===== config.mk =====
export PLATFORM = sky130hd
export DESIGN_NAME = watch_time_counter
export DESIGN_NICKNAME = d
export VERILOG_FILES = /design/src/rtl/watch_pkg.sv /design/src/rtl/time_field_counter.sv /design/src/rtl/watch_time_counter.sv
export SDC_FILE = /design/constraint.sdc
export NUM_CORES = 1
export LEC_CHECK = 0
export BUFFER_PORTS_ARGS = -buffer_cell sky130_fd_sc_hd__buf_2
export CAP_MARGIN = 20
export CORE_MARGIN = 4
export CORE_UTILIZATION = 51
export DETAILED_ROUTE_END_ITERATION = 12
export PLACE_DENSITY = 0.75
export SYNTH_ARGS = -nofsm -noshare
export SYNTH_HDL_FRONTEND = slang
export SYNTH_HIERARCHICAL = 1
export SYNTH_SLANG_ARGS = --single-unit

===== constraint.sdc =====
create_clock -name clk -period 2.85 [get_ports clk]
set_clock_uncertainty 0.1 [all_clocks]
set_input_delay 0.4275 -clock clk [delete_from_list [all_inputs] [get_ports clk]]
set_output_delay 0.4275 -clock clk [all_outputs]
set_load 0.005 [all_outputs]

===== src/rtl/watch_pkg.sv =====
// ============================================================================
// Module      : watch_pkg
// Description : Field maxima and widths shared by the watch time counters.
// Revision    : 1.0 - initial release
// ============================================================================
`default_nettype none

package watch_pkg;

    localparam int MSEC_MAX   = 99;
    localparam int SEC_MAX    = 59;
    localparam int MIN_MAX    = 59;
    localparam int HOUR_MAX   = 23;

    localparam int MSEC_WIDTH = 7;
    localparam int SEC_WIDTH  = 6;
    localparam int MIN_WIDTH  = 6;
    localparam int HOUR_WIDTH = 5;

endpackage

`default_nettype wire


===== src/rtl/time_field_counter.sv =====
// ============================================================================
// Module      : time_field_counter
// Description : One modulo-(MAX+1) time field with ripple carry and a
//               carry-free adjust step.
// Revision    : 1.0 - initial release
// ============================================================================
`default_nettype none

module time_field_counter #(
    parameter int               MAX     = 59,
    parameter int               WIDTH   = 6,
    parameter logic [WIDTH-1:0] RST_VAL = '0
) (
    input  logic             clk,
    input  logic             rst,
    input  logic             carry_in,
    input  logic             inc,
    output logic [WIDTH-1:0] value,
    output logic             carry_out
);

    localparam logic [WIDTH-1:0] c_MAX = WIDTH'(MAX);

    logic [WIDTH-1:0] r_value;
    logic [WIDTH-1:0] w_next;
    logic             w_at_max;

    assign w_at_max = (r_value == c_MAX);
    assign w_next   = w_at_max ? '0 : r_value + WIDTH'(1);

    always_ff @(posedge clk or posedge rst) begin
        if (rst) begin
            r_value <= RST_VAL;
        end else if (carry_in || inc) begin
            r_value <= w_next;
        end
    end

    // Carry is combinational so a full rollover ripples through every field on one edge;
    // an adjust step never carries.
    assign carry_out = carry_in & w_at_max;
    assign value     = r_value;

endmodule

`default_nettype wire


===== src/rtl/watch_time_counter.sv =====
// ============================================================================
// Module      : watch_time_counter
// Description : 100 Hz time-base divider feeding cascaded msec/sec/min/hour
//               counters, with a set mode that freezes time and steps fields.
// Revision    : 1.0 - initial release
// ============================================================================
`default_nettype none

module watch_time_counter
    import watch_pkg::*;
#(
    parameter int CLK_FREQ  = 100_000_000,
    parameter int TICK_HZ   = 100,
    parameter int INIT_HOUR = 12
) (
    input  logic                  clk,
    input  logic                  rst,
    input  logic                  set_mode,
    input  logic                  inc_sec,
    input  logic                  inc_min,
    input  logic                  inc_hour,
    output logic [MSEC_WIDTH-1:0] msec,
    output logic [SEC_WIDTH-1:0]  sec,
    output logic [MIN_WIDTH-1:0]  min,
    output logic [HOUR_WIDTH-1:0] hour,
    output logic                  tick
);

    localparam int                 c_DIV      = CLK_FREQ / TICK_HZ;
    localparam int                 c_DIV_W    = (c_DIV > 1) ? $clog2(c_DIV) : 1;
    localparam logic [c_DIV_W-1:0] c_DIV_LAST = c_DIV_W'(c_DIV - 1);

    logic [c_DIV_W-1:0] r_div;
    logic               r_tick;
    logic               w_div_last;
    logic               w_run_tick;
    logic               w_msec_carry;
    logic               w_sec_carry;
    logic               w_min_carry;
    logic               w_hour_carry_unused;

    assign w_div_last = (r_div == c_DIV_LAST);
    // Set mode suppresses the tick even when the divider sits at its terminal count.
    assign w_run_tick = ~set_mode & w_div_last;

    always_ff @(posedge clk or posedge rst) begin
        if (rst) begin
            r_div  <= '0;
            r_tick <= 1'b0;
        end else begin
            r_tick <= w_run_tick;
            if (!set_mode) begin
                r_div <= w_div_last ? '0 : r_div + c_DIV_W'(1);
            end
        end
    end

    time_field_counter #(
        .MAX     (MSEC_MAX),
        .WIDTH   (MSEC_WIDTH),
        .RST_VAL ('0)
    ) u_msec (
        .clk       (clk),
        .rst       (rst),
        .carry_in  (w_run_tick),
        .inc       (1'b0),
        .value     (msec),
        .carry_out (w_msec_carry)
    );

    time_field_counter #(
        .MAX     (SEC_MAX),
        .WIDTH   (SEC_WIDTH),
        .RST_VAL ('0)
    ) u_sec (
        .clk       (clk),
        .rst       (rst),
        .carry_in  (w_msec_carry),
        .inc       (set_mode & inc_sec),
        .value     (sec),
        .carry_out (w_sec_carry)
    );

    time_field_counter #(
        .MAX     (MIN_MAX),
        .WIDTH   (MIN_WIDTH),
        .RST_VAL ('0)
    ) u_min (
        .clk       (clk),
        .rst       (rst),
        .carry_in  (w_sec_carry),
        .inc       (set_mode & inc_min),
        .value     (min),
        .carry_out (w_min_carry)
    );

    time_field_counter #(
        .MAX     (HOUR_MAX),
        .WIDTH   (HOUR_WIDTH),
        .RST_VAL (HOUR_WIDTH'(INIT_HOUR))
    ) u_hour (
        .clk       (clk),
        .rst       (rst),
        .carry_in  (w_min_carry),
        .inc       (set_mode & inc_hour),
        .value     (hour),
        .carry_out (w_hour_carry_unused)
    );

    assign tick = r_tick;

endmodule

`default_nettype wire


-- Yosys cells after proc, flatten, opt, wreduce, memory -nomap -nowiden
Cells that the tools add are included.
- eq/ne operators: 5
- add/subtract/negate cells: 5
- muxes and demuxes: 5
- reductions and logical operators: 3
- bitwise operators: 8
- operators with widths (cell ; count):
    $add A20 B1 Y20 const B ; 1
    $eq A20 B20 Y1 const B ; 1
    $mux W20 ; 1
    $add A6 B1 Y6 const B ; 2
    $eq A6 B6 Y1 const B ; 2
    $mux W6 ; 2
    $add A7 B1 Y7 const B ; 1
    $and A1 B1 Y1 ; 7
    $eq A7 B7 Y1 const B ; 1
    $mux W7 ; 1
    $add A5 B1 Y5 const B ; 1
    $eq A5 B5 Y1 const B ; 1
    $mux W5 ; 1
    $logic_or A1 B1 Y1 ; 3
    $not A1 Y1 ; 1
- bits of input ports: 6
- register bits after elaboration: 45
- word-level logic and storage cells: 32
- output and inout bits: 25

-- Logic depth before layout (Yosys ltp)
Gate-level depths: netlist of run 1.
- word-level depth: 6
- depth in mapped cells: 10
- mapped depth without buffers: 10

-- By module
The synthesis of run 1 kept the hierarchy.
- modules (own cells, without submodules) (module ; sequential area each (um^2) ; area each (um^2) ; cells each ; times used):
    watch_time_counter ; 525.5 ; 1059.8 ; 103 ; 1
    time_field_counter at u_min ... ; 150.1 ; 320.3 ; 39 ; 2
    time_field_counter at u_msec ; 175.2 ; 390.4 ; 40 ; 1
    time_field_counter at u_hour ; 127.6 ; 264.0 ; 22 ; 1

-- Least setup slack after synthesis of run 1
Ideal clock, no wire load.
- path type: register -> register
- from: reg r_div[13]
- to: reg u_hour.r_value[4] (netlist: u_hour/value[4])
- required time: 2.622 ns
- data arrival time: 2.879 ns
- clock period less this slack: 3.106 ns
- path buffers: 0
- setup time: 0.128 ns
- slack: -0.256 ns
- stages on the path, launching flop included: 11
- path through: dfrtp_1 > nor4b_1 > nand4_1 > nor2_1 > and2_1 > inv_1 > nor3_1 > inv_1 > nor3_1 > o211ai_1 > mux2_1
- cells in the longest elaborated chain, start to end: 6
- ends and longest elaborated chain (element ; RTL line ; RTL):
    start, declared ; watch_time_counter.sv:33 ; logic [c_DIV_W-1:0] r_div;
    start signal, assigned ; watch_time_counter.sv:53 ; r_div <= w_div_last ? '0 : r_div + c_DIV_W'(1);
    $eq A20 B20 Y1 ; watch_time_counter.sv:42 ; assign w_div_last = (r_div == c_DIV_LAST);
    $and A1 B1 Y1 ; watch_time_counter.sv:44 ; assign w_run_tick = ~set_mode & w_div_last;
    net w_run_tick ; watch_time_counter.sv:36 ; logic w_run_tick;
    $and A1 B1 Y1 ; time_field_counter.sv:41 ; assign carry_out = carry_in & w_at_max;
    net w_msec_carry ; watch_time_counter.sv:37 ; logic w_msec_carry;
    $and A1 B1 Y1 ; time_field_counter.sv:41 ;
    net w_sec_carry ; watch_time_counter.sv:38 ; logic w_sec_carry;
    $and A1 B1 Y1 ; time_field_counter.sv:41 ;
    net w_min_carry ; watch_time_counter.sv:39 ; logic w_min_carry;
    $logic_or A1 B1 Y1 ; time_field_counter.sv:34 ; end else if (carry_in || inc) begin
    end signal, assigned ; time_field_counter.sv:35 ; r_value <= w_next;
    end, declared ; time_field_counter.sv:24 ; logic [WIDTH-1:0] r_value;
The timed path passes the listed nets, and every way through them passes these cells.
A chain may end at the register's enable or synchronous reset.

-- Final worst setup path of run 1
- from: reg r_div[6]
- to: reg u_hour.r_value[4] (netlist: u_hour/value[4])
The elaborated chain is that of the path after synthesis.

==> reports/results.ini, run 1 <==
[run_status]
status = finished, final reports clean

[clock_tree]
cts_buffer_depth = 2
cts.sinks = 45
clkSlewWorstSetupHoldPaths_ns = 0.08
clk_latency_ns = 0.30
htreeDepth = 2
cts_tree = built
numCtsBuffers = 5
cts_root_buffer = clkbuf_8

[placed_design]
gp_congestion = 0.917
dp_hpwl_mm = 3.54
io_buffer_count = 30
dpl.cell_count = 337

[pwr]
p_per_area_nw_per_um2 = 723
irDropWorstVdd_mv = 0.366
leakagePower_nw = 1.30
totalPowerFinal_mw = 2.00

[layout]
multiInputGateArea_sq_um = 1190
antennaDiodeCount = 0
syn2layout_area_growth_pct = 17.6
register_area_sq_um = 1130
fin_cells = 347
fillerInstances = 380
utilization_pct = 62.6
drive_gt1_share_pct = 22.0
layout.nets = 305

[yosys]
synthCells = 242
avgSynthCellArea_sq_um = 9.70
netlist_area_sq_um = 2350
ys.warnings.count = 6

[grt]
grt_overflow_total = 0
grt_use_total_pct = 18.3
antenna_found_initial = 0
grt_max_degree = 22
grt_pass1_vias = 1830
grt_pass1_wl_mm = 8.23

[timing]
tightest_slew_ns = 0.784
period_share_pct = 92.0
relSlewSlack_pct = 47.7
setup_viol = 0
setup-tns-final_ns = 0
layout_min_cycle_time_ns = 2.62
finalHoldWorstSlack_ns = 0.363
rsz0062_at_grt = false
fmax_mhz = 381
finalHoldViolations = 0
slew_viol_final = 0

[route]
ant_nets = 0
routedWlPerCell_um = 14.2
vias = 1997
drt-initial-drc-count = 119
routed_wl_mm = 4.92
detail_route.vias_per_cell = 5.76
drcViolationCount = 0
dr.pass1.iters = 4

[floorplan]
die_w_um = 75.9
coreArea_sq_um = 4410
ios = 31
start_util_pct = 53.2
die_h_um = 75.9
rows = 24
dieArea_sq_um = 5750

[setup_path]
slowest_delay_ns = 0.43
worst_ep_arrival_time_ns = 2.70
cp_top_family = simple AND/OR/NAND/NOR gates
slowest_stage = dfrtp_1
start_kind = flip-flop
crit_type = reg2reg
worstPathCellList = nor4bb_2 -> nand4_1 -> buf_4 -> nor2_4 -> and2_1 -> inv_1 -> nor3_1 -> inv_1 -> nor3_1 -> buf_4 -> o211ai_1 -> mux2_1
end_kind = flip-flop
crit_required_ns = 2.93
crit_buf_inv = 4
crit_path_max_fanout = 6

[worst_hold_path]
hp-class = in2reg

[flow_run]
maxCapViolCount = 0

[worst register-to-register path, stage by stage (launching register included)]
cell	delay [ns]
dfrtp_1	0.43
nor4bb_2	0.32
nand4_1	0.13
buf_4	0.17
nor2_4	0.07
and2_1	0.18
inv_1	0.06
nor3_1	0.24
inv_1	0.07
nor3_1	0.18
buf_4	0.16
o211ai_1	0.09
mux2_1	0.32
[path summary, 6_finish.rpt]
| path | slack, ns | from | to | cells past startpoint |
|---|---|---|---|---|
| setup / recovery | 0.23 | r_div[6] | u_hour/value[4] | 12 |
| hold reg to reg | 0.42 | u_hour/value[2] | u_hour/value[2] | 1 |
| min in group asynchronous | 0.52 | rst | u_hour/value[0] | 3 |
| max in group asynchronous | 1.38 | rst | r_div[19] | 3 |
| hold / removal | 0.36 | set_mode | r_div[4] | 4 |
| setup reg to reg | 0.23 | r_div[6] | u_hour/value[4] | 12 |
[cell type report]
cell class	count	share of cell area, %
clock buffer	6	2.63
clock inverter	2	0.362
sequential	45	40.9
timing repair buffer	42	8.79
multi-input combinational	187	43.3
tap	52	2.36
inverter	13	1.77
[routing by layer]
metal,wire length [um],up-vias,track usage (%)
met5,0,-,0
met2,2350,44,28.5
met3,218,4,4.09
met4,33,0,3.88
met1,2330,973,26.1
li1,-,976,-
[cells in the final DEF (no fill, tap or decap), types with 2 or more instances in the layout]
cell type  count
clkbuf_8       5
nor3b_1        2
nand2b_1       3
o211ai_1       2
nor2_1        17
a31oi_1        2
xor2_1         7
dfstp_2        2
or3_1          2
nand4_1        9
nand4b_1       2
nor4_1         4
nor3_1         4
o21ai_0       24
nor2b_1        2
or4_1          2
and2_1         5
ha_1           5
o2111ai_1      2
conb_1         6
buf_2         30
xnor2_1       10
or2_2          4
a21oi_1        5
o31ai_1        3
o21a_1         2
nand2_1       24
inv_1         13
buf_4         11
nand3_1       14
dfrtp_1       43
clkinv_2       2
and3_1         2
[timing repair]
action / CTS / global route
setup buffers: 0 / 1
endpoints found under the hold margin: 17 / 0
setup endpoints to repair: 0 / 5
hold buffers: 1 / 0
gates resized for setup: 0 / 2
[per-stage QoR]
step | setup slack (ns) | area (sq um)
after floorplan | 0.0490 | 2370
after global placement | 0.262 | 2650
after detailed placement | 0.166 | 2650
after CTS | 0.135 | 2740
after global routing | 0.00199 | 2760
final | 0.228 | 2760
[sequential cells by signal, indices dropped and copies added, names as in the netlist]
name and count:
u_min/value 6, r_div 20, u_hour/value 5, u_sec/value 6, tick 1, u_msec/value 7
[where the power goes]
| group | total (mW) | leakage [nW] | internal (mW) | switching, mW |
|---|---|---|---|---|
| logic | 0.615 | 0.696 | 0.305 | 0.310 |
| registers | 1.00 | 0.562 | 0.811 | 0.192 |
| clock network | 0.380 | 0.0450 | 0.170 | 0.210 |
Power figures use the tool's default switching activity.
==> run 2, diff against run 1 <==
--- a/config.mk
+++ b/config.mk
@@ -10,6 +10,7 @@
 export CORE_MARGIN = 4
 export CORE_UTILIZATION = 51
 export DETAILED_ROUTE_END_ITERATION = 12
+export GPL_TIMING_DRIVEN = 0
 export PLACE_DENSITY = 0.75
 export SYNTH_ARGS = -nofsm -noshare
 export SYNTH_HDL_FRONTEND = slang
==> constraint.sdc (replaced) <==
create_clock -name clk -period 2.3 [get_ports clk]
set_clock_uncertainty 0.1 [all_clocks]
set_input_delay 0.345 -clock clk [delete_from_list [all_inputs] [get_ports clk]]
set_output_delay 0.345 -clock clk [all_outputs]
set_load 0.005 [all_outputs]
==> run 2 against run 1 <==
Non-clock buffer count up 3. Final area up 3.0%. Core utilization up 1.9 points. The flow now finishes with violations (negative setup slack).
==> reports/results.ini, run 2 (synthesis gave the netlist of run 1 again) <==
[grt]
grt_use_total_pct = 19.1  ; +0.82 points
grt_pass1_wl_mm = 8.39  ; +1.9%
grt_overflow_total = 0  ; unchanged
antenna_found_initial = 0  ; unchanged
grt_max_degree = 22  ; unchanged
grt_pass1_vias = 1892  ; +3.4%

[worst_hold_path]
hp-class = in2reg
hold_end = r_div[4]
hp-start = set_mode
min_path_cells = 4  ; unchanged

[pwr]
irDropWorstVdd_mv = 0.529  ; +45%
leakagePower_nw = 1.33  ; +2.4%
p_per_area_nw_per_um2 = 886  ; +23%

[clock_tree]
cts.sinks = 45  ; unchanged
numCtsBuffers = 5  ; unchanged
htreeDepth = 2  ; unchanged
clk_latency_ns = 0.30  ; about the same
cts_tree = built
cts_root_buffer = clkbuf_8
cts_buffer_depth = 2  ; unchanged
clkSlewWorstSetupHoldPaths_ns = 0.08  ; about the same

[setup_path]
crit_type = reg2reg
crit_path_max_fanout = 6  ; unchanged
regToRegEndpoint = u_min/value[5]
worst_ep_arrival_time_ns = 2.56  ; -0.14 ns
reg2reg_depth = 10  ; -2
worstReg2RegStart = r_div[7]
end_kind = flip-flop
crit_required_ns = 2.43  ; -0.50 ns
start_kind = flip-flop
rrSetupSlack_ns = -0.13  ; -0.35 ns

[run_status]
violations = negative setup slack
status = finished with violations

[placed_design]
gp_congestion = 0.884  ; -3.6%
dp_hpwl_mm = 3.36  ; -5.1%
io_buffer_count = 30  ; unchanged

[layout]
final_cell_mix = 38 x dfrtp_1, 30 x buf_2, 24 x nand2_1
regMostFlops = r_div
mostFrequentLayoutCell = dfrtp_1
multiInputGateArea_sq_um = 1250  ; +4.5%
utilization_pct = 64.5  ; +1.9 points
syn2layout_area_growth_pct = 21.2
drive_gt1_share_pct = 26.8  ; +4.8 points
register_area_sq_um = 1130  ; +0.55%
largest_register_ffs = 20  ; unchanged
layout.nets = 308  ; +0.98%
fillerInstances = 380  ; unchanged
antennaDiodeCount = 0  ; unchanged

[timing]
setup-tns-final_ns = -0.482  ; -0.482 ns
setup_slack_ns = -0.126  ; -0.354 ns
layout_min_cycle_time_ns = 2.43  ; -0.196 ns
fmax_mhz = 412  ; +8.1%
period_share_pct = 105  ; +13 points
rsz0062_at_grt = true
setup_viol = 7  ; +7
relSlewSlack_pct = 48.3  ; +0.68 points
finalHoldViolations = 0  ; unchanged
slew_viol_final = 0  ; unchanged
tightest_slew_ns = 0.774  ; -0.0101 ns

[floorplan]
ios = 31  ; unchanged
start_util_pct = 53.2  ; unchanged
dieArea_sq_um = 5750  ; unchanged
rows = 24  ; unchanged
coreArea_sq_um = 4410  ; unchanged
die_w_um = 75.9  ; unchanged
die_h_um = 75.9  ; unchanged

[route]
detail_route.vias_per_cell = 5.58  ; -3.0%
drcViolationCount = 0  ; unchanged
ant_nets = 0  ; unchanged
drt-initial-drc-count = 76  ; -36%
dr.pass1.iters = 4  ; unchanged
routed_wl_mm = 4.81  ; -2.3%
routedWlPerCell_um = 13.7  ; -3.2%
vias = 1954  ; -2.2%

[flow_run]
maxCapViolCount = 0  ; unchanged

==> run 2: final cells by class <==
type | instances | area share, %
inverters | 13 | 1.80
flip-flops and latches | 45 | 39.9
multi-input cells | 187 | 43.9
plain buffers | 1 | 0.132
clock buffers | 8 | 2.81
well taps | 52 | 2.29
repair buffers | 44 | 9.19
==> run 2: routing by layer <==
metal | up-vias | share of wire, % | GRT usage, % | wire length [um]
met5 | - | 0 | 0 | 0
li1 | 976 | - | - | -
met4 | 0 | 1.6 | 6.80 | 79
met3 | 5 | 4.5 | 4.49 | 215
met2 | 35 | 47 | 30.4 | 2240
met1 | 938 | 47 | 25.5 | 2270
==> run 2: worst max-delay path by stage <==
stage	from	end	slack [ns]	cells past startpoint
after global routing	u_msec/value[2]	u_hour/value[4]	-0.25	9
after CTS	u_msec/value[2]	u_hour/value[4]	-0.15	10
after global placement	r_div[7]	u_hour/value[4]	-0.47	10
after floorplan	r_div[7]	u_hour/value[4]	-0.13	10
final	r_div[7]	u_min/value[5]	-0.13	10
after detailed placement	r_div[7]	u_hour/value[4]	-0.48	10
==> run 2: per-stage QoR <==
step                power, mW  setup slack, ns  hold WS [ns]  area, sq um  cells
floorplan                1.69           -0.132        0.0221         2410    247
global placement         1.95           -0.468         0.207         2620    329
detailed placement       1.98           -0.481         0.202         2620    329
CTS                      2.50           -0.154         0.300         2790    345
global route             2.73           -0.250         0.313         2850    350
finish                   2.52           -0.126         0.297         2850    350
==> run 2: where the power goes <==
| group | leakage (nW) | internal (mW) | switching (mW) | total [mW] |
|---|---|---|---|---|
| registers | 0.555 | 1.01 | 0.262 | 1.27 |
| logic | 0.740 | 0.395 | 0.383 | 0.778 |
| clock network | 0.0395 | 0.216 | 0.255 | 0.471 |
==> run 2: critical path: stages, from the launching register on <==
cell,delay (ns)
dfrtp_2,0.46
nor4bb_1,0.27
nand4_1,0.21
nor2_4,0.15
and2_4,0.18
inv_4,0.03
nor3_4,0.20
buf_4,0.16
nor2_2,0.05
or4_1,0.47
nand3_1,0.08
==> run 2: repair_timing <==
action,in CTS,in global routing
setup endpoints to repair,13,11
hold endpoints to repair,22,0
resized for setup,9,9
setup buffers,7,6
pin swaps,4,10
hold buffers,1,0
==> run 3, diff against run 2 <==
--- a/config.mk
+++ b/config.mk
@@ -7,12 +7,9 @@
 export LEC_CHECK = 0
 export BUFFER_PORTS_ARGS = -buffer_cell sky130_fd_sc_hd__buf_2
 export CAP_MARGIN = 20
-export CORE_MARGIN = 4
-export CORE_UTILIZATION = 51
+export CORE_UTILIZATION = 52
 export DETAILED_ROUTE_END_ITERATION = 12
-export GPL_TIMING_DRIVEN = 0
-export PLACE_DENSITY = 0.75
+export PLACE_DENSITY = 0.76
 export SYNTH_ARGS = -nofsm -noshare
 export SYNTH_HDL_FRONTEND = slang
-export SYNTH_HIERARCHICAL = 1
 export SYNTH_SLANG_ARGS = --single-unit
==> run 3 against run 2 <==
The flow now finishes without violations. Clock-buffer cell count down 1. Hold slack better by 0.066 ns. Largest cell class unchanged. Critical path type unchanged. Combinational power down 23%.
==> reports/results.ini, run 3 <==
[layout]
utilization_pct = 62.9  ; -1.6 points
fillerInstances = 362  ; -4.7%
design_area_sq_um = 2740  ; -3.7%
largest_register_ffs = 20  ; unchanged
antennaDiodeCount = 0  ; unchanged
multiInputGateArea_sq_um = 1190  ; -4.7%
layout.nets = 283  ; -8.1%
final_cell_mix = 43 x dfrtp_1, 30 x buf_2, 26 x nor2_1
register_area_sq_um = 1130  ; -0.55%
syn2layout_area_growth_pct = 16.0
drive_gt1_share_pct = 24.9  ; -1.9 points
regMostFlops = r_div
mostFrequentLayoutCell = dfrtp_1

[setup_path]
worst_ep_arrival_time_ns = 2.26  ; -0.30 ns
slowest_stage = dfrtp_1
worstPathCellList = ha_1 -> and4b_1 -> nand4b_4 -> nor4bb_4 -> or2_1 -> mux2_4
slowest_delay_ns = 0.39  ; -0.08 ns
crit_type = reg2reg
crit_path_max_fanout = 5  ; -1
rrSetupSlack_ns = 0.13  ; +0.26 ns
crit_start = r_div[0]
start_kind = flip-flop
reg2reg_depth = 6  ; -4
crit_required_ns = 2.40  ; -0.03 ns
critPathCapture = u_min.value[1]
worstReg2RegStart = r_div[0]
end_kind = flip-flop
regToRegEndpoint = u_min.value[1]

[yosys]
synth_xor_area_share_pct = 6.68
synthTopCellsByCount = 43 x dfrtp_1, 26 x nor2_1, 24 x nand2_1
synthAdderAreaFrac_pct = 2.65
synthCells = 228  ; -5.8%
netlist_area_sq_um = 2360  ; +0.53%
synth_nets = 239
ys_seq_area_share_pct = 47.8
ys.flop_type = dfrtp_1
synth.most_common_cell = dfrtp_1
synthMuxAreaShare_pct = 4.56
synth-compound-area-share_pct = 9.80
avgSynthCellArea_sq_um = 10.4  ; +6.7%
synth_top_area_cell = dfrtp_1
synth.area.top_cells = dfrtp_1 46%, nor2_1 4.1%, nand2_1 3.8%
synth_top_family_by_area = simple AND/OR/NAND/NOR gates
yosysTopAreaCellShare_pct = 45.6
synthSimpleGateAreaFrac_pct = 26.3
synth_seq_cells = 45
synth_edf_count = 0
yosysUniqueCellTypes = 46
async_flop_share_pct = 100
ys.warnings.count = 0  ; -6

[clock_tree]
cts_tree = built
clkSlewWorstSetupHoldPaths_ns = 0.09  ; about the same
cts_buffer_depth = 2  ; unchanged
cts.sinks = 45  ; unchanged
htreeDepth = 2  ; unchanged
clk_latency_ns = 0.30  ; about the same
numCtsBuffers = 5  ; unchanged
cts_root_buffer = clkbuf_8

[placed_design]
dp_hpwl_mm = 3.43  ; +2.2%
post-place-ws_ns = 0.126  ; +0.606 ns
gp_congestion = 0.855  ; -3.4%
io_buffer_count = 30  ; unchanged
placed_area_sq_um = 2610  ; -0.38%

[timing]
period_share_pct = 94.2  ; -11 points
setup-tns-final_ns = 0  ; +0.482 ns
slew_viol_final = 0  ; unchanged
rsz0062_at_grt = false
tightest_slew_ns = 0.523  ; -0.251 ns
relSlewSlack_pct = 64.6  ; +16 points
finalHoldViolations = 0  ; unchanged
layout_min_cycle_time_ns = 2.17  ; -0.260 ns
setup_slack_ns = 0.134  ; +0.260 ns
fmax_mhz = 462  ; +12%
setup_viol = 0  ; -7

[worst_hold_path]
hp-class = in2async

[floorplan]
rows = 24  ; unchanged
die_h_um = 69.4  ; -8.5%
die_w_um = 69.4  ; -8.5%
ios = 31  ; unchanged
start_util_pct = 54.2  ; +1.0 points
dieArea_sq_um = 4810  ; -16%
coreArea_sq_um = 4350  ; -1.4%

[route]
dr.pass1.iters = 4  ; unchanged
vias = 1817  ; -7.0%
routed_wl_mm = 4.61  ; -4.1%
drcViolationCount = 0  ; unchanged
ant_nets = 0  ; unchanged
detail_route.vias_per_cell = 5.59  ; +0.14%
drt-initial-drc-count = 112  ; +47%
routedWlPerCell_um = 14.2  ; +3.3%

[pwr]
leakagePower_nw = 1.36  ; +1.7%
p_per_area_nw_per_um2 = 860  ; -3.0%
irDropWorstVdd_mv = 0.361  ; -32%
totalPowerFinal_mw = 2.35  ; -6.6%

[grt]
grt_max_degree = 24  ; +9.1%
grt_pass1_wl_mm = 8.06  ; -3.9%
grt_use_total_pct = 20.9  ; +1.8 points
antenna_found_initial = 0  ; unchanged
grt_pass1_vias = 1731  ; -8.5%
grt_overflow_total = 0  ; unchanged

[run_status]
status = finished, final reports clean

[flow_run]
maxCapViolCount = 0  ; unchanged

[run 3: metal layers]
layer / track usage (%) / up-vias / wire length, um
li1: - / 901 / -
met1: 29.4 / 866 / 2290
met2: 32.1 / 44 / 2090
met3: 5.09 / 6 / 198
met4: 6.12 / 0 / 39
met5: 0 / - / 0
[run 3: area by class of cell]
type                            instances  share of cell area (%)
Clock buffer                            7                    3.52
Clock inverter                          1                   0.183
Inverter                                3                   0.411
Multi-Input combinational cell        175                    43.4
Sequential cell                        45                    41.2
Tap cell                               52                    2.38
Timing Repair Buffer                   42                    8.86
[run 3: repair_timing]
| action | CTS | global route |
|---|---|---|
| hold endpoints to repair | 6 | 0 |
| resized for setup | 0 | 1 |
| hold buffers | 1 | 0 |
| buffers inserted | 0 | 1 |
| setup endpoints to repair | 0 | 6 |
[run 3: how the worst min path moves through the flow]
stage | from | endpoint
5_1_grt | rst | u_min.value[3]
2_1_floorplan | r_div[2] | r_div[2]
6_report | rst | u_min.value[3]
3_3_place_gp | rst | u_min.value[3]
4_1_cts | rst | u_min.value[3]
3_5_place_dp | rst | u_min.value[3]
[run 3: logic make-up (layout without fill, tap and decap cells)]
family | after synthesis | count (layout)
buffers and inverters | 8 | 53
DFF | 45 | 45
AOI/OAI and AO/OA | 35 | 35
and+or+nand+nor | 108 | 108
xor gates and xnor gates | 18 | 18
muxes | 9 | 9
adders and majority gates | 5 | 5
[run 3: through the flow]
step                      hold WS (ns)  instances
after global placement           0.143        315
after detailed placement         0.143        315
final                            0.362        325
after global routing             0.379        325
after CTS                        0.358        324
after floorplan                  0.360        228
[run 3: report_power, final]
part | switching, mW | internal (mW)
Combinational | 0.265 | 0.335
Clock | 0.265 | 0.272
Sequential | 0.222 | 0.996
Total | 0.752 | 1.60
[run 3: critical path, delay by kind of cell, from the launching register on]
kind                       cells  cell delay, ns
DFF                            1            0.39
muxes                          1            0.32
and+or+nand+nor                4            1.08
adders and majority gates      1            0.17
